**src/rtl/iir_pkg.sv**
```systemverilog
// iir_pkg: shared tap indices, FSM states and sizing helper for the biquad filter
package iir_pkg;
   localparam logic [2:0] TAP_B1 = 3'd0;
   localparam logic [2:0] TAP_B2 = 3'd1;
   localparam logic [2:0] TAP_B3 = 3'd2;
   localparam logic [2:0] TAP_A2 = 3'd3;
   localparam logic [2:0] TAP_A3 = 3'd4;
   typedef enum logic [1:0] {IDLE, MAC, WB} state_t;
   function automatic int acc_width(input int dw, input int cw);
      return dw + cw + 3;
   endfunction
endpackage

```
**src/rtl/iir_round_sat.sv**
```systemverilog
// iir_round_sat: round half up, drop fractional bits, saturate to the sample range
module iir_round_sat #(
   parameter int ACC_WIDTH   = 37,
   parameter int DATA_WIDTH  = 16,
   parameter int COEFF_SCALE = 14
) (
   input  logic signed [ACC_WIDTH-1:0]  acc,
   output logic signed [DATA_WIDTH-1:0] y
);
   localparam logic signed [ACC_WIDTH-1:0] HALF  = (ACC_WIDTH'(1) << COEFF_SCALE) >> 1;
   localparam logic signed [ACC_WIDTH-1:0] MAX_V = (ACC_WIDTH'(1) << (DATA_WIDTH-1)) - ACC_WIDTH'(1);
   localparam logic signed [ACC_WIDTH-1:0] MIN_V = ~MAX_V;
   logic signed [ACC_WIDTH-1:0] r;
   always_comb begin
      r = (acc + HALF) >>> COEFF_SCALE;
      y = r > MAX_V ? MAX_V[DATA_WIDTH-1:0] : r < MIN_V ? MIN_V[DATA_WIDTH-1:0] : r[DATA_WIDTH-1:0];
   end
endmodule

```
**src/rtl/iir_biquad_mc.sv**
```systemverilog
// iir_biquad_mc: time-multiplexed multi-channel direct-form-I biquad with one shared MAC
module iir_biquad_mc
   import iir_pkg::*;
#(
   parameter int NCH         = 2,
   parameter int DATA_WIDTH  = 16,
   parameter int COEFF_WIDTH = 18,
   parameter int COEFF_SCALE = 14
) (
   input  logic                          clk,
   input  logic                          reset,
   input  logic                          sample_en,
   input  logic [NCH*DATA_WIDTH-1:0]     in,
   input  logic                          cfg_we,
   input  logic [$clog2(NCH*5)-1:0]      cfg_addr,
   input  logic signed [COEFF_WIDTH-1:0] cfg_data,
   output logic [NCH*DATA_WIDTH-1:0]     out,
   output logic                          out_valid,
   output logic                          busy,
   output logic                          overrun,
   output logic                          cfg_err
);
   localparam int ACC_WIDTH  = acc_width(DATA_WIDTH, COEFF_WIDTH);
   localparam int PROD_WIDTH = DATA_WIDTH + COEFF_WIDTH;
   localparam int CH_WIDTH   = NCH > 1 ? $clog2(NCH) : 1;
   localparam int AW         = $clog2(NCH*5);
   localparam logic [AW-1:0] NCOEF = AW'(NCH*5);
   localparam logic signed [COEFF_WIDTH-1:0] UNITY = COEFF_WIDTH'(1) << COEFF_SCALE;

   state_t                        state;
   logic [CH_WIDTH-1:0]           ch;
   logic [2:0]                    tap;
   logic signed [ACC_WIDTH-1:0]   acc, pext;
   logic signed [DATA_WIDTH-1:0]  x0[NCH], x1[NCH], x2[NCH], y1[NCH], y2[NCH];
   logic signed [COEFF_WIDTH-1:0] coef[NCH][5];
   logic signed [DATA_WIDTH-1:0]  sample, y_new;
   logic signed [PROD_WIDTH-1:0]  prod;
   logic                          cfg_ok;

   // the single multiplier: operand pair chosen by the current channel and tap
   always_comb begin
      sample = tap == TAP_B1 ? x0[ch] : tap == TAP_B2 ? x1[ch] : tap == TAP_B3 ? x2[ch] :
               tap == TAP_A2 ? y1[ch] : y2[ch];
      prod   = sample * coef[ch][tap];
      pext   = {{(ACC_WIDTH-PROD_WIDTH){prod[PROD_WIDTH-1]}}, prod};
      cfg_ok = state == IDLE && cfg_addr < NCOEF;
   end

   assign busy = state != IDLE;

   iir_round_sat #(.ACC_WIDTH(ACC_WIDTH), .DATA_WIDTH(DATA_WIDTH), .COEFF_SCALE(COEFF_SCALE)) u_rs (
      .acc(acc),
      .y  (y_new)
   );

   always_ff @(posedge clk or posedge reset) begin
      if (reset) begin
         for (int c = 0; c < NCH; c++)
            for (int t = 0; t < 5; t++) coef[c][t] <= t == 0 ? UNITY : '0;
      end else if (cfg_we && cfg_ok) begin
         for (int c = 0; c < NCH; c++)
            for (int t = 0; t < 5; t++) if (cfg_addr == AW'(c*5 + t)) coef[c][t] <= cfg_data;
      end
   end

   always_ff @(posedge clk or posedge reset) begin
      if (reset) begin
         state     <= IDLE;
         ch        <= '0;
         tap       <= '0;
         acc       <= '0;
         out       <= '0;
         out_valid <= 1'b0;
         overrun   <= 1'b0;
         cfg_err   <= 1'b0;
         for (int c = 0; c < NCH; c++) begin
            x0[c] <= '0;
            x1[c] <= '0;
            x2[c] <= '0;
            y1[c] <= '0;
            y2[c] <= '0;
         end
      end else begin
         out_valid <= 1'b0;
         overrun   <= sample_en && state != IDLE;
         cfg_err   <= cfg_we && !cfg_ok;
         case (state)
            IDLE: if (sample_en) begin
               state <= MAC;
               ch    <= '0;
               tap   <= '0;
               acc   <= '0;
               for (int c = 0; c < NCH; c++) x0[c] <= in[c*DATA_WIDTH +: DATA_WIDTH];
            end
            MAC: begin
               acc <= tap >= TAP_A2 ? acc - pext : acc + pext;
               tap <= tap + 3'd1;
               if (tap == TAP_A3) state <= WB;
            end
            WB: begin
               x2[ch] <= x1[ch];
               x1[ch] <= x0[ch];
               y2[ch] <= y1[ch];
               y1[ch] <= y_new;
               out[ch*DATA_WIDTH +: DATA_WIDTH] <= y_new;
               tap <= '0;
               acc <= '0;
               if (ch == CH_WIDTH'(NCH-1)) begin
                  state     <= IDLE;
                  out_valid <= 1'b1;
               end else begin
                  state <= MAC;
                  ch    <= ch + 1'b1;
               end
            end
            default: state <= IDLE;
         endcase
      end
   end
endmodule

```
**config.mk**
```make
export PLATFORM = sky130hd
export DESIGN_NAME = iir_biquad_mc
export DESIGN_NICKNAME = d
export VERILOG_FILES = /design/src/rtl/iir_pkg.sv /design/src/rtl/iir_round_sat.sv /design/src/rtl/iir_biquad_mc.sv
export SDC_FILE = /design/constraint.sdc
export NUM_CORES = 2
export LEC_CHECK = 0
export BUFFER_PORTS_ARGS = -buffer_cell sky130_fd_sc_hd__buf_2
export CORE_UTILIZATION = 45
export CTS_BUF_LIST = sky130_fd_sc_hd__clkbuf_8
export DETAILED_ROUTE_END_ITERATION = 6
export RECOVER_POWER = 50
export SYNTH_ARGS = -nofsm -noshare
export SYNTH_HDL_FRONTEND = slang
export SYNTH_HIERARCHICAL = 1
export SYNTH_SLANG_ARGS = --single-unit
```
**constraint.sdc**
```tcl
create_clock -name clk -period 25.9 [get_ports clk]
set_input_delay 3.885 -clock clk [delete_from_list [all_inputs] [get_ports clk]]
set_output_delay 3.885 -clock clk [all_outputs]
set_load 0.01 [all_outputs]
```
# --- Word-level counts from Yosys, hierarchy flattened ---
# Index checks and enable logic that the tools add are counted.
word_totals:
  reg_bits: 418
  in_bits: 58
  output_inout_bits: 36
  wordCells: 137
op_classes:
  addsub: 6
  multipliers: 1
  n_lt_le_gt_ge: 7
  n_eq_ne: 17
  shifts: 2
  n_mux: 48
  bitwise_logic: 2
  n_reduce_logical: 26
op_table:
  columns: ["operator", "count"]
  rows:
  - ["16-bit 2-to-1 mux", 22]
  - ["90-bit 2-to-1 mux", 3]
  - ["32-bit bitwise mux", 5]
  - ["37-bit case mux with 3 select lines", 1]
  - ["37-bit 2-to-1 mux", 2]
  - ["18-bit binary-select mux with 3-bit select", 1]
  - ["37-bit by 15-bit adder with 37-bit output (second input constant)", 1]
  - ["37-bit by 34-bit adder with 37-bit output", 1]
  - ["37-bit by 34-bit subtractor with 37-bit output", 1]
  - ["18-bit 2-to-1 mux", 2]
  - ["16-bit by 18-bit multiplier with 34-bit output", 1]
  - ["5-bit negator with 34-bit output", 1]
  - ["16-bit by 34-bit variable shift with 32-bit output (first input constant)", 1]
  - ["16-bit by 34-bit indexed part select with 32-bit output", 1]
  - ["2-bit AND reduction", 14]
  - ["23-bit by 16-bit greater-than comparator with 1-bit output (second input constant)", 1]
  - ["23-bit by 16-bit less-than comparator with 1-bit output (second input constant)", 1]
  - ["16-bit demux with 1-bit select", 1]
  - ["4-bit by 3-bit equality test with 1-bit output (second input constant)", 4]
  - ["3-bit case mux with 3 select lines", 1]
  - ["4-bit by 2-bit equality test with 1-bit output (second input constant)", 2]
  - ["4-bit equality test (second input constant)", 2]
  - ["3-bit by 2-bit equality test with 1-bit output (second input constant)", 2]
  - ["2-bit case mux with 3 select lines", 1]
  - ["other kinds (26)", 37]

# --- Depth between registers and ports, before layout ---
depth:
  ltp_word: 12
  ltp_mapped: 48

# --- Modules after synthesis ---
# Netlist, hierarchy kept.
modules_own_cells:
  columns: ["module", "n_inst", "cells_each", "area_each_um2", "seq_area_each_um2"]
  rows:
  - ["iir_biquad_mc", 1, 3202, 31794.2, 10462.5]
  - ["iir_round_sat", 1, 134, 939.7, 0.0]

# --- Worst setup path after synthesis ---
# No wires, ideal clock.
synth_path:
  path_kind: "reg2reg"
  startpoint: "reg tap[1]"
  endpoint: "reg acc[36]"
  arrival_time_ps: 11056
  required_ps: 25779
  slack_ps: 14723
  stages_incl_launch_ff: 45
  path_buffers: 6
  cell_sequence: "dfrtp_1 -> inv_1 -> buf_1 -> buf_1 -> ha_1 -> nor2b_1 -> clkbuf_1 -> clkbuf_1 -> a21oi_1 -> a21oi_1 -> clkbuf_1 -> nor2_1 -> fa_1 -> inv_1 -> fa_1 -> fa_1 -> inv_1 -> fa_1 -> [9 not listed] -> a2111oi_1 -> or4_4 -> or3b_4 -> o21ai_0 -> xnor2_1 -> ha_1 -> a21oi_1 -> nor2b_1 -> o21ai_0 -> nand2b_1 -> a21oi_1 -> o21ai_0 -> a21oi_1 -> o21ai_0 -> a221oi_1 -> xnor2_1 -> o21bai_1 -> a22o_1"
synth_via:
  elab_chain_len: 9
  word_cells_on_any_way: 18
  cone_classes: "2 x add/sub; 1 x mul; 1 x order compare; 3 x eq/ne; 9 x mux; 1 x bitwise; 1 x reduce/logical"
synth_rtl:
  columns: ["item", "line_no", "source"]
  rows:
  - ["start: declaration", "iir_biquad_mc.sv:32", "logic [2:0] tap;"]
  - ["start signal: assignment", "iir_biquad_mc.sv:97", "tap <= tap + 3'd1;"]
  - ["3-bit by 2-bit equality test with 1-bit output", "iir_biquad_mc.sv:43", "tap == TAP_A2 ? y1[ch] : y2[ch];"]
  - ["16-bit 2-to-1 mux", "iir_biquad_mc.sv:43", null]
  - ["16-bit 2-to-1 mux (3 in a row)", "iir_biquad_mc.sv:42", "sample = tap == TAP_B1 ? x0[ch] : tap == TAP_B2 ? x1[ch] : tap == TAP_B3 ? x2[ch] :"]
  - ["16-bit by 18-bit multiplier with 34-bit output", "iir_biquad_mc.sv:44", "prod = sample * coef[ch][tap];"]
  - ["37-bit by 34-bit adder with 37-bit output / 37-bit by 34-bit subtractor with 37-bit output (equally long branches)", "iir_biquad_mc.sv:96", "acc <= tap >= TAP_A2 ? acc - pext : acc + pext;"]
  - ["37-bit 2-to-1 mux *", "iir_biquad_mc.sv:96", null]
  - ["37-bit case mux with 3 select lines *", "iir_biquad_mc.sv:87", "case (state)"]
  - ["end signal: assignment", "iir_biquad_mc.sv:96", null]
  - ["end: declaration", "iir_biquad_mc.sv:33", "logic signed [ACC_WIDTH-1:0] acc, pext;"]
# Mark *: on every way between the ends. The rest lies on a longest branch, timed or not. The select of a mux whose other input is x is not followed.
# A chain may end at the register's enable or synchronous reset.

# --- Final worst setup path ---
layout_path:
  startpoint: "reg ch"
  endpoint: "reg acc[36]"
layout_via:
  elab_chain_len: 12
  word_cells_on_any_way: 31
  cone_classes: "2 x add/sub; 1 x mul; 27 x mux; 1 x bitwise"
layout_rtl:
  columns: ["item", "line_no", "source"]
  rows:
  - ["start: declaration", "iir_biquad_mc.sv:31", "logic [CH_WIDTH-1:0] ch;"]
  - ["start signal: assignment", "iir_biquad_mc.sv:113", "ch <= ch + 1'b1;"]
  - ["1-bit inverter with 2-bit output (implied by the code) *", "iir_biquad_mc.sv:42, iir_biquad_mc.sv:43, iir_biquad_mc.sv:44", null]
  - ["branches (longest 7 deep; another with 90-bit 2-to-1 mux)", null, null]
  - ["16-bit by 18-bit multiplier with 34-bit output *", "iir_biquad_mc.sv:44", null]
  - ["37-bit by 34-bit adder with 37-bit output / 37-bit by 34-bit subtractor with 37-bit output (equally long branches)", "iir_biquad_mc.sv:96", null]
  - ["37-bit 2-to-1 mux *", "iir_biquad_mc.sv:96", null]
  - ["37-bit case mux with 3 select lines *", "iir_biquad_mc.sv:87", null]
# Every way passes the cells marked *. The select of a mux whose other input is x is not followed.

==> qor.csv <==
stage;metric;value;unit
run_status;status;finished with violations;
run_status;violations;capacitance limit, slew limit;
floorplan;dieArea;0.07382;mm^2
clock_network;htree_num_levels;3;
routing;drtAntennaViolNets;0;
finish;drive_gt1_frac;0.1631;
yosys;syn_area;0.03273;mm^2
worst_setup_path;cpMaxStageDelayCell;clkbuf_1;
finish;area_delta_synth_final;9.227;%
worst_setup_path;cp-start-kind;flip-flop;
yosys;synth_flop_cell;dfrtp_1;
floorplan;start_util;0.4563;
clock_network;root_buffer;clkbuf_8;
grt;antenna_found_initial;1;
worst_setup_path;crit_path_end_kind;flip-flop;
yosys;ys_types;97;
flow_run;drv_cap;11;
sta;fin_crit_sh;0.5632;
sta;slew_viol_final;479;
grt;gr-total-overflow;0;
clock_network;post_cts_buffers;0;
sta;period_minus_slack;14.59;ns
floorplan;pin_count;94;
finish;layout.nets;3884;
worst_setup_path;r2r_setup_slack;11.31;ns
clock_network;cts_max_path_buffers;3;
routing;wl;82970;um
hold_path;hold_start;y2[4]$_DFFE_PP0P_;
hold_path;min_path_type;reg -> reg;
worst_setup_path;arrival;15.13;ns
grt;grt_util_all_layers;0.2311;
routing;drc_errors;0;
grt;grt_pass1_wl;134600;um
yosys;yosysTopAreaCell;dfrtp_1;
floorplan;coreArea;0.07173;mm^2
place;dp_hpwl;59530;um
floorplan;die_h;271.7;um
worst_setup_path;required;26.44;ns
clock_network;postCtsHoldBufs;0;
routing;first_pass_iters;6;
finish;fillers;6705;
sta;tightest_slew;5.843;ns
worst_setup_path;slowest_delay;2.38;ns
clock_network;clkSlewWorstSetupHoldPaths;0.06;ns
clock_network;cts_sinks;418;
sta;finalSetupViolations;0;
yosys;syn_area_per_cell;9.812;um^2
yosys;yosysWarnings;6;
clock_network;clock_latency;0.70;ns
routing;viasPerCell;5.392;
grt;grt_pass1_vias;24385;
worst_setup_path;cp_max_fo;46;
worst_setup_path;timing.rr.end;acc[36]$_DFFE_PP0P_;
hold_path;worstHoldEndpoint;y2[4]$_DFFE_PP0P_;
yosys;syn-num-nets;3814;
yosys;synth_edf_count;0;
routing;routedWlPerCell;18.79;um
routing;vias;23813;
finish;mostFrequentLayoutCells;nand2_1 (683), inv_1 (416), dfrtp_1 (415);
sta;finClkSkew;0.04853;ns
place;place_congestion;0.8934;
routing;drt_iter0_markers;1437;
worst_setup_path;r2r_cells;39;
clock_network;cts_resized;0;
worst_setup_path;worst_path_most_repeated_cell;fa_1;
finish;layout_commonest_cell;nand2_1;
floorplan;die_x;271.7;um
sta;finalSetupTns;0;ns
worst_setup_path;path_class;reg -> reg;
grt;grt_max_degree;160;
yosys;yosys_register_bits;418;
sta;grt_setup_unrepaired;false;
clock_network;cts_tree;yes;
yosys;async_flop_share;1.000;
clock_network;numCtsBuffers;76;
floorplan;num_rows;98;
worst_setup_path;rr_startpoint;ch$_DFFE_PP0P_;
yosys;syn_inst;3336;
sta;hold_viol_final;0;
sta;max_freq;68.55;MHz
sta;slew_headroom;-2.917;
yosys;yosysTopAreaCellShare;0.3180;
hold_path;worstHoldPathCells;2;
place;io_buffer_count;93;
yosys;synth_seq_area_share;0.3196;
yosys;synthTopCellsByArea;dfrtp_1 (32%), fa_1 (18%), nand2_1 (7.8%), mux2_2 (7.4%), ha_1 (4.9%);
state kept, by name, indices dropped and copies added (netlist names), 3 cells and up:
signal / flops
acc: 37
coef: 180
out: 32
tap: 3
x0: 32
x1: 32
x2: 32
y1: 32
y2: 32
final cells by class:
type	count	area (um^2)	share of cell area
Antenna cell	2	5.005	0.0001400
Timing Repair Buffer	145	814.5	0.02278
Clock buffer	96	1321	0.03695
Inverter	393	1476	0.04129
Sequential cell	418	10460	0.2927
Clock inverter	40	249.0	0.006964
Tap cell	950	1189	0.03324
Multi-Input combinational cell	2372	20240	0.5660
per-stage QoR:
| step | hold WS [ns] | instances | util | setup slack [ns] | area, um^2 |
|---|---|---|---|---|---|
| 2_1_floorplan | 0.4402 | 3336 | - | 10.38 | 32730 |
| 3_3_place_gp | 0.4537 | 4278 | 0.4777 | 14.24 | 34260 |
| 3_5_place_dp | 0.4583 | 4278 | 0.4777 | 14.04 | 34260 |
| 4_1_cts | 0.4731 | 4414 | 0.4995 | 13.95 | 35830 |
| 5_1_grt | 0.4825 | 4416 | 0.4984 | 10.18 | 35750 |
| 6_report | 0.4691 | 4416 | 0.4984 | 11.31 | 35750 |
worst max-delay path by stage:
| stage | from | to | cells past startpoint |
|---|---|---|---|
| 4_1_cts | tap[0]$_DFFE_PP0P_ | acc[36]$_DFFE_PP0P_ | 38 |
| 6_report | ch$_DFFE_PP0P_ | acc[36]$_DFFE_PP0P_ | 39 |
| 2_1_floorplan | reset | acc[0]$_DFFE_PP0P_ | 1 |
| 3_5_place_dp | tap[0]$_DFFE_PP0P_ | acc[36]$_DFFE_PP0P_ | 39 |
| 5_1_grt | ch$_DFFE_PP0P_ | acc[36]$_DFFE_PP0P_ | 40 |
| 3_3_place_gp | tap[0]$_DFFE_PP0P_ | acc[36]$_DFFE_PP0P_ | 38 |
cells in the mapped netlist (6+ instances only):
cell type and instances:
nand2_1 683, and3_1 12, inv_1 392, o21ai_1 13, o21ai_0 95, a31oi_1 25
a211oi_1 11, nand4_1 14, nor3_1 15, and2_1 19, o21bai_1 10, ha_1 129
xnor2_1 66, nand3b_1 6, o22ai_1 20, o31ai_1 7, or2_2 7, nand2b_1 30
fa_1 291, a21oi_1 88, nor2_1 203, mux4_2 52, o21a_1 13, nand3_1 27
xor2_1 53, a21o_1 27, mux2_2 216, o211ai_1 19, dfrtp_1 416, o22a_1 16
buf_1 35, mux2i_1 83, clkbuf_1 102, nor2b_1 23, buf_2 13
routing by layer:
metal	wire length [um]	vias up	global-route usage	share of wire
li1	-	11098	-	-
met1	35790	12020	0.3082	0.43
met2	40850	556	0.3852	0.49
met3	3969	139	0.03636	0.048
met4	2362	0	0.07466	0.028
met5	0	-	0	0
critical path: cells and delay by family, from the launching register on:
kind,cells,cell delay (ns)
AOI/OAI and AO/OA,17,3.55
xor gates and xnor gates,2,0.33
adders and majority gates,8,3.78
buffers and inverters,6,2.88
DFF,1,2.01
muxes,1,0.72
and+or+nand+nor,5,1.09
logic make-up after synthesis:
logic type	count (synthesis)	synth area share
simple gates	1078	0.1403
buf+inv	546	0.06368
fa+ha+maj	420	0.2273
flops	418	0.3196
compound gates	403	0.08134
mux	351	0.1355
xor+xnor	120	0.03234
Power is not shown: default switching activity piles up to over one toggle a cycle in this logic, so the estimate is an artifact.
